File: src/rtl/lambo_fetch_pkg.sv
// Shared fetch-unit definitions: sequencer states, branch condition codes and
// the default program base address table.
package lambo_fetch_pkg;

    typedef enum logic [1:0] {
        ST_RUN  = 2'd0,
        ST_LOAD = 2'd1,
        ST_HALT = 2'd2
    } state_e;

    localparam logic [1:0] COND_ALWAYS = 2'b00;
    localparam logic [1:0] COND_GE     = 2'b01;
    localparam logic [1:0] COND_NGE    = 2'b10;
    localparam logic [1:0] COND_EQ     = 2'b11;

    localparam int unsigned PROG_BASE_N = 3;
    localparam int unsigned PROG_BASE [PROG_BASE_N] = '{0, 100, 200};

    // Indices beyond the table fall back to address 0.
    function automatic int unsigned prog_base(input int unsigned idx);
        case (idx)
            0:       return PROG_BASE[0];
            1:       return PROG_BASE[1];
            2:       return PROG_BASE[2];
            default: return 0;
        endcase
    endfunction

endpackage

File: src/rtl/pc_sequencer_if.sv
// Control/status bundle between the instruction decoder and the PC sequencer.
interface pc_sequencer_if #(
    parameter int PC_W      = 10,
    parameter int OFF_W     = 5,
    parameter int RAS_DEPTH = 4,
    parameter int NUM_PROG  = 3
);
    localparam int SEL_W = (NUM_PROG > 1) ? $clog2(NUM_PROG) : 1;
    localparam int CNT_W = $clog2(RAS_DEPTH + 1);

    logic                    Start;
    logic [SEL_W-1:0]        ProgSel;
    logic                    Stall;
    logic                    BranchEn;
    logic [1:0]              CondSel;
    logic                    GE_Flag;
    logic                    EQ_Flag;
    logic signed [OFF_W-1:0] BranchOffset;
    logic                    CallEn;
    logic                    RetEn;
    logic                    HaltEn;
    logic [PC_W-1:0]         ProgCtr;
    logic                    Done;
    logic [CNT_W-1:0]        RasCount;
    logic                    RasOvf;
    logic                    RasUnf;

    modport master (
        output Start, ProgSel, Stall, BranchEn, CondSel, GE_Flag, EQ_Flag,
               BranchOffset, CallEn, RetEn, HaltEn,
        input  ProgCtr, Done, RasCount, RasOvf, RasUnf
    );

    modport slave (
        input  Start, ProgSel, Stall, BranchEn, CondSel, GE_Flag, EQ_Flag,
               BranchOffset, CallEn, RetEn, HaltEn,
        output ProgCtr, Done, RasCount, RasOvf, RasUnf
    );

endinterface

File: src/rtl/ras_stack.sv
// Circular return-address stack: a full push overwrites the oldest entry,
// an empty pop leaves state untouched; both raise sticky flags.
module ras_stack #(
    parameter int DEPTH = 4,
    parameter int W     = 10
) (
    input  logic                         clk,
    input  logic                         rst,
    input  logic                         clear_i,
    input  logic                         push_i,
    input  logic                         pop_i,
    input  logic [W-1:0]                 data_i,
    output logic [W-1:0]                 top_o,
    output logic [$clog2(DEPTH+1)-1:0]   count_o,
    output logic                         ovf_o,
    output logic                         unf_o
);
    localparam int PW = (DEPTH > 1) ? $clog2(DEPTH) : 1;
    localparam int CW = $clog2(DEPTH + 1);

    logic [W-1:0]  mem_q [DEPTH];
    logic [PW-1:0] ptr_q, ptr_d, ptr_nxt, ptr_prv;
    logic [CW-1:0] cnt_q, cnt_d;
    logic          ovf_q, ovf_d, unf_q, unf_d;

    // ptr_q addresses the next free slot, which is also the oldest entry once full.
    assign ptr_nxt = (ptr_q == PW'(DEPTH - 1)) ? '0 : ptr_q + PW'(1);
    assign ptr_prv = (ptr_q == '0) ? PW'(DEPTH - 1) : ptr_q - PW'(1);
    assign top_o   = mem_q[ptr_prv];
    assign count_o = cnt_q;
    assign ovf_o   = ovf_q;
    assign unf_o   = unf_q;

    always_comb begin
        ptr_d = ptr_q;
        cnt_d = cnt_q;
        ovf_d = ovf_q;
        unf_d = unf_q;
        if (clear_i) begin
            ptr_d = '0;
            cnt_d = '0;
            ovf_d = 1'b0;
            unf_d = 1'b0;
        end else if (push_i) begin
            ptr_d = ptr_nxt;
            if (cnt_q == CW'(DEPTH)) ovf_d = 1'b1;
            else                     cnt_d = cnt_q + CW'(1);
        end else if (pop_i) begin
            if (cnt_q != '0) begin
                ptr_d = ptr_prv;
                cnt_d = cnt_q - CW'(1);
            end else begin
                unf_d = 1'b1;
            end
        end
    end

    always_ff @(posedge clk) begin
        if (rst) begin
            ptr_q <= '0;
            cnt_q <= '0;
            ovf_q <= 1'b0;
            unf_q <= 1'b0;
        end else begin
            ptr_q <= ptr_d;
            cnt_q <= cnt_d;
            ovf_q <= ovf_d;
            unf_q <= unf_d;
        end
    end

    always_ff @(posedge clk) begin
        if (push_i && !clear_i) mem_q[ptr_q] <= data_i;
    end

endmodule

File: src/rtl/pc_sequencer.sv
// Program counter sequencer: program load, conditional/relative branches,
// call/return through a circular return stack, and halt.
module pc_sequencer
    import lambo_fetch_pkg::*;
#(
    parameter int PC_W      = 10,
    parameter int OFF_W     = 5,
    parameter int RAS_DEPTH = 4,
    parameter int NUM_PROG  = 3
) (
    input  logic          Clk,
    input  logic          Reset,
    pc_sequencer_if.slave bus
);
    localparam int CNT_W = $clog2(RAS_DEPTH + 1);

    state_e                 state_q, state_d;
    logic [PC_W-1:0]        pc_q, pc_d;
    logic [PC_W-1:0]        pc_inc, pc_rel, base, ras_top;
    logic signed [PC_W-1:0] off_ext;
    logic                   cond_ok, taken;
    logic                   push, pop, clr;
    logic [CNT_W-1:0]       ras_cnt;
    logic                   ras_ovf, ras_unf;

    assign off_ext = PC_W'(bus.BranchOffset);
    assign pc_inc  = pc_q + PC_W'(1);
    assign pc_rel  = pc_q + off_ext;
    assign taken   = bus.BranchEn && cond_ok;

    always_comb begin
        base = '0;
        if (int'(bus.ProgSel) < NUM_PROG) base = PC_W'(prog_base(int'(bus.ProgSel)));
    end

    always_comb begin
        case (bus.CondSel)
            COND_ALWAYS: cond_ok = 1'b1;
            COND_GE:     cond_ok = bus.GE_Flag;
            COND_NGE:    cond_ok = !bus.GE_Flag;
            default:     cond_ok = bus.EQ_Flag;
        endcase
    end

    // Start overrides everything; Stall then freezes whatever state we are in.
    always_comb begin
        state_d = state_q;
        pc_d    = pc_q;
        push    = 1'b0;
        pop     = 1'b0;
        clr     = 1'b0;
        if (bus.Start) begin
            state_d = ST_LOAD;
            pc_d    = base;
            clr     = 1'b1;
        end else if (!bus.Stall) begin
            case (state_q)
                ST_LOAD: state_d = ST_RUN;
                ST_RUN: begin
                    if (bus.HaltEn) begin
                        state_d = ST_HALT;
                    end else if (bus.RetEn) begin
                        pop  = 1'b1;
                        pc_d = (ras_cnt != '0) ? ras_top : pc_inc;
                    end else if (bus.CallEn) begin
                        push = 1'b1;
                        pc_d = pc_rel;
                    end else if (taken) begin
                        pc_d = pc_rel;
                    end else begin
                        pc_d = pc_inc;
                    end
                end
                default: state_d = state_q;
            endcase
        end
    end

    always_ff @(posedge Clk) begin
        if (Reset) begin
            state_q <= ST_RUN;
            pc_q    <= '0;
        end else begin
            state_q <= state_d;
            pc_q    <= pc_d;
        end
    end

    ras_stack #(
        .DEPTH (RAS_DEPTH),
        .W     (PC_W)
    ) u_ras (
        .clk     (Clk),
        .rst     (Reset),
        .clear_i (clr),
        .push_i  (push),
        .pop_i   (pop),
        .data_i  (pc_inc),
        .top_o   (ras_top),
        .count_o (ras_cnt),
        .ovf_o   (ras_ovf),
        .unf_o   (ras_unf)
    );

    assign bus.ProgCtr  = pc_q;
    assign bus.Done     = (state_q == ST_HALT);
    assign bus.RasCount = ras_cnt;
    assign bus.RasOvf   = ras_ovf;
    assign bus.RasUnf   = ras_unf;

endmodule

File: src/flat_wrapper.sv
// flat-port wrapper written by rule: the top's interface ports become plain ports
module pc_sequencer_flat import lambo_fetch_pkg::*;
#(
    parameter int PC_W      = 10,
    parameter int OFF_W     = 5,
    parameter int RAS_DEPTH = 4,
    parameter int NUM_PROG  = 3
)
  (Clk, Reset, bus_Start, bus_ProgSel, bus_Stall, bus_BranchEn, bus_CondSel, bus_GE_Flag, bus_EQ_Flag, bus_BranchOffset, bus_CallEn, bus_RetEn, bus_HaltEn, bus_ProgCtr, bus_Done, bus_RasCount, bus_RasOvf, bus_RasUnf);
  pc_sequencer_if #(.PC_W(PC_W), .OFF_W(OFF_W), .RAS_DEPTH(RAS_DEPTH), .NUM_PROG(NUM_PROG)) bus_i ();
  input  logic Clk;
  input  logic Reset;
  input wire logic [$bits(bus_i.Start)-1:0] bus_Start;
  input wire logic [$bits(bus_i.ProgSel)-1:0] bus_ProgSel;
  input wire logic [$bits(bus_i.Stall)-1:0] bus_Stall;
  input wire logic [$bits(bus_i.BranchEn)-1:0] bus_BranchEn;
  input wire logic [$bits(bus_i.CondSel)-1:0] bus_CondSel;
  input wire logic [$bits(bus_i.GE_Flag)-1:0] bus_GE_Flag;
  input wire logic [$bits(bus_i.EQ_Flag)-1:0] bus_EQ_Flag;
  input wire logic [$bits(bus_i.BranchOffset)-1:0] bus_BranchOffset;
  input wire logic [$bits(bus_i.CallEn)-1:0] bus_CallEn;
  input wire logic [$bits(bus_i.RetEn)-1:0] bus_RetEn;
  input wire logic [$bits(bus_i.HaltEn)-1:0] bus_HaltEn;
  output wire logic [$bits(bus_i.ProgCtr)-1:0] bus_ProgCtr;
  output wire logic [$bits(bus_i.Done)-1:0] bus_Done;
  output wire logic [$bits(bus_i.RasCount)-1:0] bus_RasCount;
  output wire logic [$bits(bus_i.RasOvf)-1:0] bus_RasOvf;
  output wire logic [$bits(bus_i.RasUnf)-1:0] bus_RasUnf;
  assign bus_i.Start = bus_Start;
  assign bus_i.ProgSel = bus_ProgSel;
  assign bus_i.Stall = bus_Stall;
  assign bus_i.BranchEn = bus_BranchEn;
  assign bus_i.CondSel = bus_CondSel;
  assign bus_i.GE_Flag = bus_GE_Flag;
  assign bus_i.EQ_Flag = bus_EQ_Flag;
  assign bus_i.BranchOffset = bus_BranchOffset;
  assign bus_i.CallEn = bus_CallEn;
  assign bus_i.RetEn = bus_RetEn;
  assign bus_i.HaltEn = bus_HaltEn;
  assign bus_ProgCtr = bus_i.ProgCtr;
  assign bus_Done = bus_i.Done;
  assign bus_RasCount = bus_i.RasCount;
  assign bus_RasOvf = bus_i.RasOvf;
  assign bus_RasUnf = bus_i.RasUnf;
  pc_sequencer #(.PC_W(PC_W), .OFF_W(OFF_W), .RAS_DEPTH(RAS_DEPTH), .NUM_PROG(NUM_PROG)) u_core (.Clk(Clk), .Reset(Reset), .bus(bus_i));
endmodule
File: config.mk
export PLATFORM = sky130hd
export DESIGN_NAME = pc_sequencer_flat
export DESIGN_NICKNAME = d
export VERILOG_FILES = /design/src/rtl/lambo_fetch_pkg.sv /design/src/rtl/pc_sequencer_if.sv /design/src/rtl/ras_stack.sv /design/src/rtl/pc_sequencer.sv /design/src/flat_wrapper.sv
export SDC_FILE = /design/constraint.sdc
export NUM_CORES = 1
export LEC_CHECK = 0
export ABC_AREA = 1
export CORE_MARGIN = 3
export CORE_UTILIZATION = 50
export DETAILED_ROUTE_END_ITERATION = 8
export GPL_TIMING_DRIVEN = 0
export PLACE_DENSITY = 0.74
export REMOVE_ABC_BUFFERS = 1
export SLEW_MARGIN = 15
export SYNTH_ARGS = -nofsm -noshare
export SYNTH_HDL_FRONTEND = slang
export SYNTH_SLANG_ARGS = --single-unit
File: constraint.sdc
create_clock -name Clk -period 1.9 [get_ports Clk]
set_clock_uncertainty 0.15 [all_clocks]
set_input_delay 0.38 -clock Clk [delete_from_list [all_inputs] [get_ports Clk]]
set_output_delay 0.38 -clock Clk [all_outputs]
set_load 0.02 [all_outputs]
==> results of run 1 <==
## repair_timing
item                       in CTS  in global routing
gates resized for setup        62                 58
buffers inserted               15                  9
setup endpoints to repair      68                 53
pin swaps                      16                 18
hold buffers                    0                  0
gates cloned                    3                  0
## cell usage after synthesis (all sizes together)
master,n,area (µm²)
nand2,117,452
inv,68,255
nand3,49,255
edfxtp,40,1200
nor2,38,173
a21oi,33,169
o21ai,25,125
dfxtp,19,380
ha,16,200
buf,8,48.8
nand4,7,43.8
xnor2,5,43.8
nor3,4,25.0
xor2,4,42.6
o211ai,3,22.5
fa,2,40.0
a22oi,1,7.51
a31oi,1,6.26
and2,1,6.26
clkbuf,1,3.75
nand3b,1,7.51
o21a,1,7.51
o21bai,1,7.51
o22ai,1,6.26
## path summary, 6_finish.rpt
kind / end / depth (start not counted)
worst max register to register: u_core.bus.ProgCtr[6] / 13
worst min register to register: u_core.u_ras.ovf_o / 2
worst min-delay path: u_core.u_ras.ovf_o / 2
worst max-delay path: u_core.bus.ProgCtr[6] / 13
## worst max-delay path: stages (launching register included)
cell,delay (ns)
sky130_fd_sc_hd__dfxtp_4,0.36
sky130_fd_sc_hd__inv_4,0.06
sky130_fd_sc_hd__ha_4,0.16
sky130_fd_sc_hd__clkinvlp_4,0.23
sky130_fd_sc_hd__buf_4,0.22
sky130_fd_sc_hd__nand3_1,0.06
sky130_fd_sc_hd__nand3_1,0.09
sky130_fd_sc_hd__nand3_2,0.10
sky130_fd_sc_hd__nand3_1,0.08
sky130_fd_sc_hd__nand2_1,0.08
sky130_fd_sc_hd__inv_1,0.04
sky130_fd_sc_hd__nand2_1,0.05
sky130_fd_sc_hd__nand2_1,0.05
sky130_fd_sc_hd__a21oi_1,0.13
## power groups by stage
stage	logic (mW)	clock network (mW)	registers (mW)
4_1_cts	0.401	0.996	1.42
6_report	0.439	0.988	1.42
2_1_floorplan	0.225	0	1.45
3_5_place_dp	0.380	0	1.45
5_1_grt	0.489	1.05	1.42
3_3_place_gp	0.375	0	1.45
## cell type report
type	instances	area [µm²]	area share
Inverter	68	275	0.0595
Timing Repair Buffer	58	531	0.115
Multi-Input combinational cell	312	1930	0.417
Sequential cell	59	1600	0.346
Clock buffer	9	124	0.0268
Timing Repair inverter	1	7.51	0.00162
Tap cell	93	116	0.0252
Clock inverter	7	43.8	0.00947
## stage by stage
stage	utilization	setup TNS, ns
global placement	0.596	-57.63
floorplan	-	-0.560
global route	0.700	-1.01
finish	0.700	-0.0893
detailed placement	0.596	-59.46
CTS	0.661	0
## metal layers
metal | vias to the layer above | wire length (µm) | part of all wire
li1 | 1608 | - | -
met3 | 10 | 515 | 0.056
met5 | - | 0 | 0
met4 | 0 | 112 | 0.012
met1 | 1431 | 4130 | 0.45
met2 | 98 | 4510 | 0.49
## cell usage in the layout, fill, tap and decap left out, types with 9 or more instances in the layout
| cell | n |
|---|---|
| sky130_fd_sc_hd__a21oi_1 | 26 |
| sky130_fd_sc_hd__buf_4 | 21 |
| sky130_fd_sc_hd__clkbuf_8 | 9 |
| sky130_fd_sc_hd__clkdlybuf4s50_1 | 13 |
| sky130_fd_sc_hd__dfxtp_1 | 9 |
| sky130_fd_sc_hd__dlygate4sd2_1 | 17 |
| sky130_fd_sc_hd__edfxtp_1 | 40 |
| sky130_fd_sc_hd__ha_1 | 9 |
| sky130_fd_sc_hd__inv_1 | 56 |
| sky130_fd_sc_hd__nand2_1 | 103 |
| sky130_fd_sc_hd__nand2_2 | 11 |
| sky130_fd_sc_hd__nand3_1 | 40 |
| sky130_fd_sc_hd__nor2_1 | 25 |
| sky130_fd_sc_hd__o21ai_0 | 17 |
## kinds of logic (layout without fill, tap and decap cells)
logic type	count (synthesis)	in the layout
AO/OA/AOI/OAI	66	66
XOR/XNOR	9	9
adder cells (fa/ha/maj)	18	18
buffers and inverters	77	143
flip-flops	59	59
AND/OR/NAND/NOR	217	219
## flip-flops by register name, indices dropped and copies added, names as in the netlist
register and flops:
u_core.u_ras.unf_o 1, u_core.state_q 2, u_core.u_ras.mem_q 40, u_core.u_ras.ovf_o 1, u_core.bus.ProgCtr 10, u_core.u_ras.ptr_q 2, u_core.u_ras.count_o 3
==> run summary, run 1 <==
The run gives 2938 as the number of global-route vias before repair. The area enclosed by the die boundary came out at 8100 µm². For the smallest setup slack after layout, the log shows -0.0316 ns. Clock-pin slew was measured on the worst setup and hold paths at 0.07 ns. After global routing the overflow that remains totals 0. Across the VDD grid, the largest voltage drop is 0.000495 V. The sort of element at the start of the critical path was a register. For the effective utilization at floorplan, the log shows 0.534.

Averaged over all synthesized cells, the footprint is 7.91 µm². The worst setup path is captured at a register. Once detailed placement completed, the half-perimeter wirelength came to 5950 µm. Setup repair after global routing could not meet its margin everywhere. The repair_antennas step left the layout with diodes totalling 0.

The number of nets with antenna violations after detailed routing came out at 0. The synthesized-area fraction occupied by ao, oa, aoi and oai cells came out at 0.0996. The tools report the worst setup slack for register-to-register paths as -0.03 ns. The post-synthesis instance total was 446. The tools report the worst flop-to-flop path startpoint as u_core.u_ras.ptr_q[1].

The setup path with the least slack is of type register to register. The met2 usage is 0.383, and the headroom to the max-slew limit is 0.593. For the fill cell instance count of the final layout, the log shows 525. Buffers inserted during clock tree synthesis total 9. For this run, the post-layout net count is 546. The logs give 3 for the H-tree level count and 564 for the number of placed instances, taps included. In this run the worst hold path is classified as register to register. The post-synthesis share of cell area spent on xor and xnor gates was 0.0245.

The post-synthesis adder-cell area fraction is 0.0681. The tools report the instance area after placement as 3930 µm². The tool flagged a number of max-cap violations equal to 0.

The share of final-layout standard cells stronger than drive strength 1 came out at 0.245. In the final routed layout, each cell accounts on average for 15.3 µm. The floorplan step set the die width to 90.0 µm. For this run, the number of Yosys warnings is 0. The net switching component of the power came out at 820 µW. The finished layout holds 607 standard cells, fillers aside. Dominant combinational cell family by area after synthesis: simple AND/OR/NAND/NOR gates. The proportion of total power due to net switching was 0.288; the global router's overall resource usage was 0.229. The post-synthesis simple-gate area fraction was 0.273. From synthesis to final layout, the design area changed by 31.1%. The root buffer cell is sky130_fd_sc_hd__clkbuf_8. The run gives 0.860 as the weighted congestion reported at the end of routability-driven placement. The logs give 0 for the initial antenna violation count and 0.302 for the global-route track usage on met1.

The share of the cycle needed by the critical path after routing is 1.02, and the total non-filler cell area in the finished layout is 4630 µm². The synthesized netlist contains 35 unique library cells. For the total wirelength of the detailed-routed design, the log shows 9260 µm.

For the number of sinks handled by clock tree synthesis, the log shows 59. Prior to clock tree synthesis, the placed netlist has a worst setup slack of -1.27 ns. The share of synthesized area spent on multiplexers is 0, and the leakage dissipation is 1.99 nW. For the worst-skew pair, the clock arrives at the later sink with an insertion delay of 0.34 ns. In this run the most critical hold path is launched from u_core.u_ras.ovf_o. The flow ran to the end, but the final reports show violations. For the combinational group share of total power, the log shows 0.154.

The worst path needs 1.93 ns of the cycle, external delays included. Wire length of the first global-routing pass: 14700 µm. The required arrival time at the worst endpoint is 2.00 ns, and the count of port buffers added during placement is 34.

The worst hold margin came out at 0.316 ns. The slew at the pin closest to its max-slew limit was 0.610 ns. The checks that failed: negative setup slack. The part of the Yosys area used for sequential elements was 0.448. The critical path starts at u_core.u_ras.ptr_q[1]. The tools report the post-layout total power as 2.85 mW. The clock group share of total power came out at 0.347.

The number of buffers on the longest clock path was 2; the detailed-route DRC error count was 0. The met3 routing resource usage after global routing is 0.0559. TritonCTS built the clock tree.

The total vias in the final route is 3147. For the starting DRC count in detailed routing, the log shows 222. Timing would allow up to 0.518 GHz. The tools report the number of detailed-routing iterations run before antenna repair as 5. The synthesized netlist occupies a cell area of 3530 µm². In the routed layout, each cell is associated on average with a via count of 5.18. The hold violation total from the final report is 0, and the pin count of the biggest net entering global routing is 17. The die boundary height was 90.0 µm; the sequential cell fraction of total power was 0.498. Number of endpoints failing setup at the final stage: 5.

The critical path arrival is 2.04 ns. In this run the worst path has a maximum fanout of 5. In this run the core area contains 29 standard-cell rows.

The synthesized design contains 59 register bits. Dividing total power by cell area gives a power density of 615 nW/µm². The number of top-level pins was 35.

In this run the most used layer during global routing was met2. The internal power of the cells totals 2.03 mW. The floorplan step defined a core boundary enclosing 6600 µm².

For the number of max-slew violations in the final report, the log shows 0.
No activity file was read; power rests on OpenSTA's default activity.
==> run 2, diff against run 1 <==
- GPL_TIMING_DRIVEN: 0 -> unset
- REMOVE_ABC_BUFFERS: 1 -> unset
==> run summary, run 2 (synthesis gave the netlist of run 1 again) <==
The proportion of total power due to net switching works out to 0.262. The wire-length estimate of the detail-placed layout is 7360 µm. Setup slack on the worst reg-to-reg path comes out at 0.002 ns. After detailed routing, the number of vias per cell comes to 5.34. IR analysis of the VDD net gives a maximum drop of 0.000463 V.

STA puts the critical path data required time at 2.04 ns. Power per cell area: 651 nW/µm². The register with the most flip-flops in the layout has 40 of them.

The number of buffers on the longest clock path was 2; the number of standard cells in the layout, taps in and fillers out was 661. The congestion estimate from routability-driven global placement came to 0.902. The clock group share of total power was 0.397; the internal power contribution was 2.43 mW. The clock tree synthesis step divided the H-tree into 3 levels. The per-cell routed wire length was 15.7 µm. Leaving out fill and tap cells, the most frequent cells in the layout are sky130_fd_sc_hd__nand2_1, sky130_fd_sc_hd__buf_4, sky130_fd_sc_hd__inv_1, sky130_fd_sc_hd__nand3_1, sky130_fd_sc_hd__edfxtp_1.

The run gives 483 as the number of nets produced by synthesis. In this run the worst setup path terminates at u_core.bus.ProgCtr[6]. The sequential cell fraction of total power is 0.428, and the pin count of the biggest net entering global routing is 18. Summed over all layers, the routed wires come to 10400 µm. After floorplanning, the core was divided into 29 placement rows.

The logs give 3527 for the total vias in the final route and 2.33 nW for the leakage dissipation. The critical path is of the register to register type. The sort of element at the start of the critical path was a register. The global router's overall resource usage came out at 0.252.

The die boundary height is 90.0 µm. The logs give 0 ns for the accumulated negative setup slack and 635 for the number of placed instances, taps included. The run finished with clean final reports.

At the pin with the least slew margin, the transition time is 0.443 ns. TritonCTS built the clock tree. The synthesis-to-finish area growth works out to 43.3%. The tools report the total overflow reported by the global router as 0. The number of max-cap violations was 0; the total non-filler cell area in the finished layout was 5060 µm².

In the final design database the tool counted 600 nets. Subtracting the final worst setup slack from the clock period gives 1.90 ns. Hold is met by 0.204 ns. The number of detailed-routing iterations run before antenna repair is 5, and the instance area after placement is 4500 µm². In this run the critical register-to-register path is captured at u_core.bus.ProgCtr[6].

Once detail routing completed, the nets flagged for antenna violations numbered 0. The logs give 0 for the detailed-route DRC error count and 59 for the number of sinks handled by clock tree synthesis. The share of the cycle needed by the critical path after routing was 0.999. The die covers 8100 µm².

Of all nets on the critical path, the largest fanout is 3. The tools report the hold violation total from the final report as 0. The number of cells on the worst reg-to-reg path is 12. The starting DRC count in detailed routing was 253. The startpoint identified for the worst register-to-register timing path is u_core.bus.ProgCtr[0].

The initial antenna violation count came out at 0. The clock reaches the later pin of the worst-skew pair after 0.36 ns. For the number of top-level pins, the log shows 35. The tools report the capturing element type of the critical path as a register.

The first global-routing pass estimated 16200 µm of wire. The total clock buffers created by CTS is 9, and the clock slew at the register clock pins of the worst setup and hold paths is 0.07 ns. The library cell used most frequently in the layout, excluding fill and tap cells, is sky130_fd_sc_hd__nand2_1.

Number of global-route vias before repair: 3404. The die extent in x is 90.0 µm. The net switching component of the power came out at 864 µW.

Setup slack closes at 0.00178 ns. The run gives 0 as the number of max-slew violations in the final report. Largest register by flop count: u_core.u_ras.mem_q. The logs give 0.703 for the headroom to the max-slew limit and 0 for the number of endpoints failing setup at the final stage. Root buffer cell: sky130_fd_sc_hd__clkbuf_8. The standard cell core area came out at 6600 µm². The count of port buffers added during placement came out at 34. Maximum frequency from static timing analysis: 0.527 GHz. For the critical path arrival, the log shows 2.04 ns. The combinational group share of total power came out at 0.175. The effective utilization at floorplan is 0.534. The tools report the storage element area as 1590 µm².

The number of antenna diodes in the final layout is 0. Worst setup slack after placement: -0.553 ns. The share of final-layout standard cells stronger than drive strength 1 works out to 0.289. The layout has 478 filler cells.

Setup repair after global routing could not meet its margin everywhere. The launch point of the worst path is u_core.bus.ProgCtr[0]. The tightest min-delay check is of the primary input to register type.

Summing all multi-input logic gate instances after layout gives 1890 µm².
run 2: changes by cell type in the layout (fill, tap and decap cells not counted), moves of 4 or more:
cell,change
sky130_fd_sc_hd__nor2_1,+5
sky130_fd_sc_hd__o21ai_1,+4
sky130_fd_sc_hd__nor2_2,-6
sky130_fd_sc_hd__o21ai_2,-4
sky130_fd_sc_hd__dfxtp_1,+4
sky130_fd_sc_hd__inv_2,+5
sky130_fd_sc_hd__buf_4,+55
run 2: power groups by stage:
stage | logic [mW] | registers (mW) | clock network, mW
after floorplan | 0.233 | 1.45 | 0
after global placement | 0.497 | 1.43 | 0
after detailed placement | 0.509 | 1.43 | 0
after CTS | 0.528 | 1.41 | 1.30
after global routing | 0.625 | 1.41 | 1.36
final | 0.577 | 1.41 | 1.31
run 2: cell type report:
class | instances | area share
Multi-Input combinational cell | 311 | 0.373
Sequential cell | 59 | 0.315
Timing Repair Buffer | 114 | 0.194
Inverter | 68 | 0.0512
Clock buffer | 12 | 0.0287
Tap cell | 93 | 0.0230
Clock inverter | 4 | 0.0148
run 2: through the flow:
step                total power [mW]  utilization
floorplan                       1.68            -
global placement                1.93        0.682
detailed placement              1.94        0.682
CTS                             3.23        0.734
global route                    3.40        0.766
finish                          3.30        0.766
run 2: how the worst min path moves through the flow:
stage / cells after the start / startpoint / endpoint / slack, ns
final: 3 / bus_HaltEn / u_core.state_q[1] / 0.20
after global placement: 2 / u_core.u_ras.ovf_o / u_core.u_ras.ovf_o / 0.28
after detailed placement: 2 / u_core.u_ras.ovf_o / u_core.u_ras.ovf_o / 0.29
after global routing: 3 / bus_HaltEn / u_core.state_q[1] / 0.21
after CTS: 2 / u_core.u_ras.ovf_o / u_core.u_ras.ovf_o / 0.30
after floorplan: 2 / u_core.state_q[0] / u_core.state_q[0] / 0.32
run 2: what timing repair did:
item                                    in CTS  in global routing
endpoints found under the setup margin      25                 17
hold buffers                                 0                  0
cloned                                       0                  1
gates resized for setup                     36                 42
setup buffers                                4                  5
pin swaps                                    9                 20
run 2: metal layers:
metal,GRT usage,vias up,part of all wire
li1,-,1699,-
met1,0.303,1650,0.40
met2,0.443,148,0.50
met3,0.0351,30,0.061
met4,0.119,0,0.034
met5,0,-,0
run 2: worst max-delay path, cell delays in order (launching register included):
cell	delay, ns
sky130_fd_sc_hd__dfxtp_4	0.36
sky130_fd_sc_hd__ha_4	0.13
sky130_fd_sc_hd__inv_2	0.04
sky130_fd_sc_hd__fa_2	0.35
sky130_fd_sc_hd__inv_2	0.07
sky130_fd_sc_hd__nand4_1	0.14
sky130_fd_sc_hd__nand3_1	0.15
sky130_fd_sc_hd__nand2_1	0.07
sky130_fd_sc_hd__nand3_2	0.06
sky130_fd_sc_hd__nand2_1	0.05
sky130_fd_sc_hd__nand2_1	0.07
sky130_fd_sc_hd__nand2_1	0.06
sky130_fd_sc_hd__a21oi_1	0.11
==> run 3, diff against run 2 <==
- CTS_BUF_LIST: unset -> sky130_fd_sc_hd__clkbuf_4 sky130_fd_sc_hd__clkbuf_8
- PLACE_DENSITY: 0.74 -> 0.71
- clock period: 1.9 -> 2.4 ns (I/O delays scaled with it)
==> run summary, run 3 (synthesis gave the netlist of run 1 again) <==
The die extent in x is 90.0 µm. The share of final-layout standard cells stronger than drive strength 1 is 0.139, and the instance area after placement is 4230 µm². When the netlist entered floorplanning its net count stood at 483. The launch point of the worst path was bus_BranchOffset[0].

The share of the cycle needed by the critical path after routing is 0.905, and the number of gates given a new drive strength after cts is 0. The slew at the pin closest to its max-slew limit was 0.499 ns. The tightest min-delay check is of the register to register type.

The floorplan step defined a core boundary enclosing 6600 µm². Setup repair after global routing left no endpoint under its margin. Pin count of the biggest net entering global routing: 18. The worst register-to-register path ends at u_core.bus.ProgCtr[2]. Counting the fill cells in the layout gives 577. The run gives 0 as the total overflow reported by the global router. The tree is rooted in a sky130_fd_sc_hd__clkbuf_8.

The run gives 0.315 ns as the worst hold margin. Leaving out fill and tap cells, the most frequent cells in the layout are sky130_fd_sc_hd__nand2_1, sky130_fd_sc_hd__inv_1, sky130_fd_sc_hd__nand3_1, sky130_fd_sc_hd__edfxtp_1, sky130_fd_sc_hd__buf_4. The worst reg-to-reg path cell count came out at 11. Before antenna repair, the detailed router went through 5 iterations. The largest register by flop count was u_core.u_ras.mem_q. Port buffering added 34 buffers. STA classifies the critical path endpoint as a register.

At the worst endpoint, the arrival time is 2.30 ns. The storage element area is 1580 µm². The flow ran to the end, and the final reports show no timing, DRC or antenna violations.

The die is 90.0 µm tall. The H-tree was split into 3 levels. Summing all multi-input logic gate instances after layout gives 1640 µm². The largest voltage drop on the vdd net is 0.000370 V. The leading cell type in the layout, fill and taps excluded was sky130_fd_sc_hd__nand2_1.

For this design the top-level I/O count stands at 35. In this run the critical register-to-register path is launched from u_core.u_ras.ptr_q[0]. The required arrival time at the worst endpoint is 2.52 ns. Once detail routing completed, the nets flagged for antenna violations numbered 0. In the final design database the tool counted 558 nets.

The tools report the endpoint of the worst setup timing path as u_core.bus.ProgCtr[8]. The initial antenna violation count is 0, and the area enclosed by the die boundary is 8100 µm². The logs give 2 for the number of buffers on the longest clock path and 9 for the total clock buffers created by CTS. In this run the most critical hold path is launched from u_core.u_ras.ovf_o. On the worst path, the slowest cell contributes a delay of 0.46 ns.

The logs give 0.910 for the weighted congestion reported at the end of routability-driven placement and 3097 for the number of global-route vias before repair. The run gives 3182 as the total vias in the final route. The clock latency at the later pin of the worst-skew pair was 0.34 ns; the total setup buffers inserted after CTS was 0. The hold violation total from the final report is 0, and the number of sinks handled by clock tree synthesis is 59.

The leakage dissipation was 1.93 nW; the number of hold buffers added after CTS was 0. The worst setup path is launched from a primary input. The first routing iteration left 188 violations.

The repair_antennas step left the layout with diodes totalling 0. Across the run, the number of max-cap violations was 0. The worst register-to-register path has a setup slack of 0.29 ns. The clock slew at the register clock pins of the worst setup and hold paths was 0.07 ns. The setup path with the least slack is of type primary input to register.

After floorplanning, the core was divided into 29 placement rows. The total non-filler cell area in the finished layout was 4410 µm²; the number of max-slew violations in the final report was 0. For this run, the top clock speed supported by timing is 0.460 GHz. The wire length of the first global-routing pass was 14900 µm. Worst-path cell with the longest stage delay: sky130_fd_sc_hd__clkdlybuf4s50_1. The headroom to the max-slew limit was 0.666; the flip-flop count of the largest register after layout was 40.

TritonCTS built the clock tree. The global router's overall resource usage is 0.229. For the number of endpoints failing setup at the final stage, the log shows 0.

In the final routed layout, each cell accounts on average for 14.2 µm. The synthesis-to-finish area growth is 24.9%, and the power per cell area is 527 nW/µm². Of all nets on the critical path, the largest fanout is 2.

For the final core area utilization, the log shows 0.667. Subtracting the final worst setup slack from the clock period gives 2.17 ns. The half-perimeter wire length after placement is 6670 µm. The effective utilization at floorplan is 0.534.

For this block, the routed nets add up to 8800 µm of wire. The via-per-instance ratio works out to 5.15. The signal on the critical path passes through clkdlybuf4s50_1, ha_1, inv_1, fa_1, inv_1, nand3_1, nand3_1, nand2_1, nand3b_1, nand3_1, nand2_1, nand2_1, a21oi_1. Detailed-route DRC error count: 0.
-- run 3: changes by cell type in the layout (fill, tap and decap cells not counted), sizes merged --
cell / previous run / this run
clkbuf: 12 / 9
clkinvlp: 3 / 0
bufinv: 2 / 1
inv: 67 / 68
dlygate4sd2: 14 / 0
clkdlybuf4s50: 14 / 34
dlymetal6s2s: 6 / 0
nand2: 118 / 117
buf: 80 / 39
clkinv: 0 / 5
-- run 3: final cells by class --
type / count / area share
Tap cell: 93 / 0.0264
Inverter: 68 / 0.0579
Sequential cell: 59 / 0.359
Clock inverter: 6 / 0.0131
Multi-Input combinational cell: 310 / 0.372
Clock buffer: 9 / 0.0281
Timing Repair Buffer: 73 / 0.144
-- run 3: how the worst min path moves through the flow --
stage | cells after the start | endpoint
2_1_floorplan | 2 | u_core.state_q[0]
3_3_place_gp | 2 | u_core.u_ras.ovf_o
3_5_place_dp | 2 | u_core.u_ras.ovf_o
4_1_cts | 2 | u_core.u_ras.ovf_o
5_1_grt | 2 | u_core.u_ras.ovf_o
6_report | 2 | u_core.u_ras.ovf_o
-- run 3: critical path, delay by kind of cell --
| kind | cells | cell delay, ns |
|---|---|---|
| and+or+nand+nor | 7 | 0.53 |
| buffers and inverters | 3 | 0.61 |
| AOI/OAI and AO/OA | 1 | 0.12 |
| adders and majority gates | 2 | 0.55 |
-- run 3: metrics by stage --
| stage | total power, mW | setup TNS [ns] | std cells | setup WS [ns] |
|---|---|---|---|---|
| 2_1_floorplan | 1.33 | 0 | 446 | 0.291 |
| 3_3_place_gp | 1.49 | -0.214 | 603 | -0.0666 |
| 3_5_place_dp | 1.50 | -0.448 | 603 | -0.104 |
| 4_1_cts | 2.33 | 0 | 618 | 0.228 |
| 5_1_grt | 2.42 | 0 | 618 | 0.0242 |
| 6_report | 2.32 | 0 | 618 | 0.228 |
-- run 3: layer usage --
layer,vias to the layer above,share of wire,track usage
met1,1443,0.46,0.294
met4,0,0.023,0.0944
li1,1622,-,-
met2,98,0.47,0.375
met3,19,0.053,0.0476
met5,-,0,0
-- run 3: where the power goes --
| group | total, mW | switching, mW | leakage [nW] | internal, mW |
|---|---|---|---|---|
| logic | 0.361 | 0.197 | 1.31 | 0.164 |
| registers | 1.12 | 0.0200 | 0.523 | 1.10 |
| clock network | 0.843 | 0.378 | 0.0963 | 0.465 |
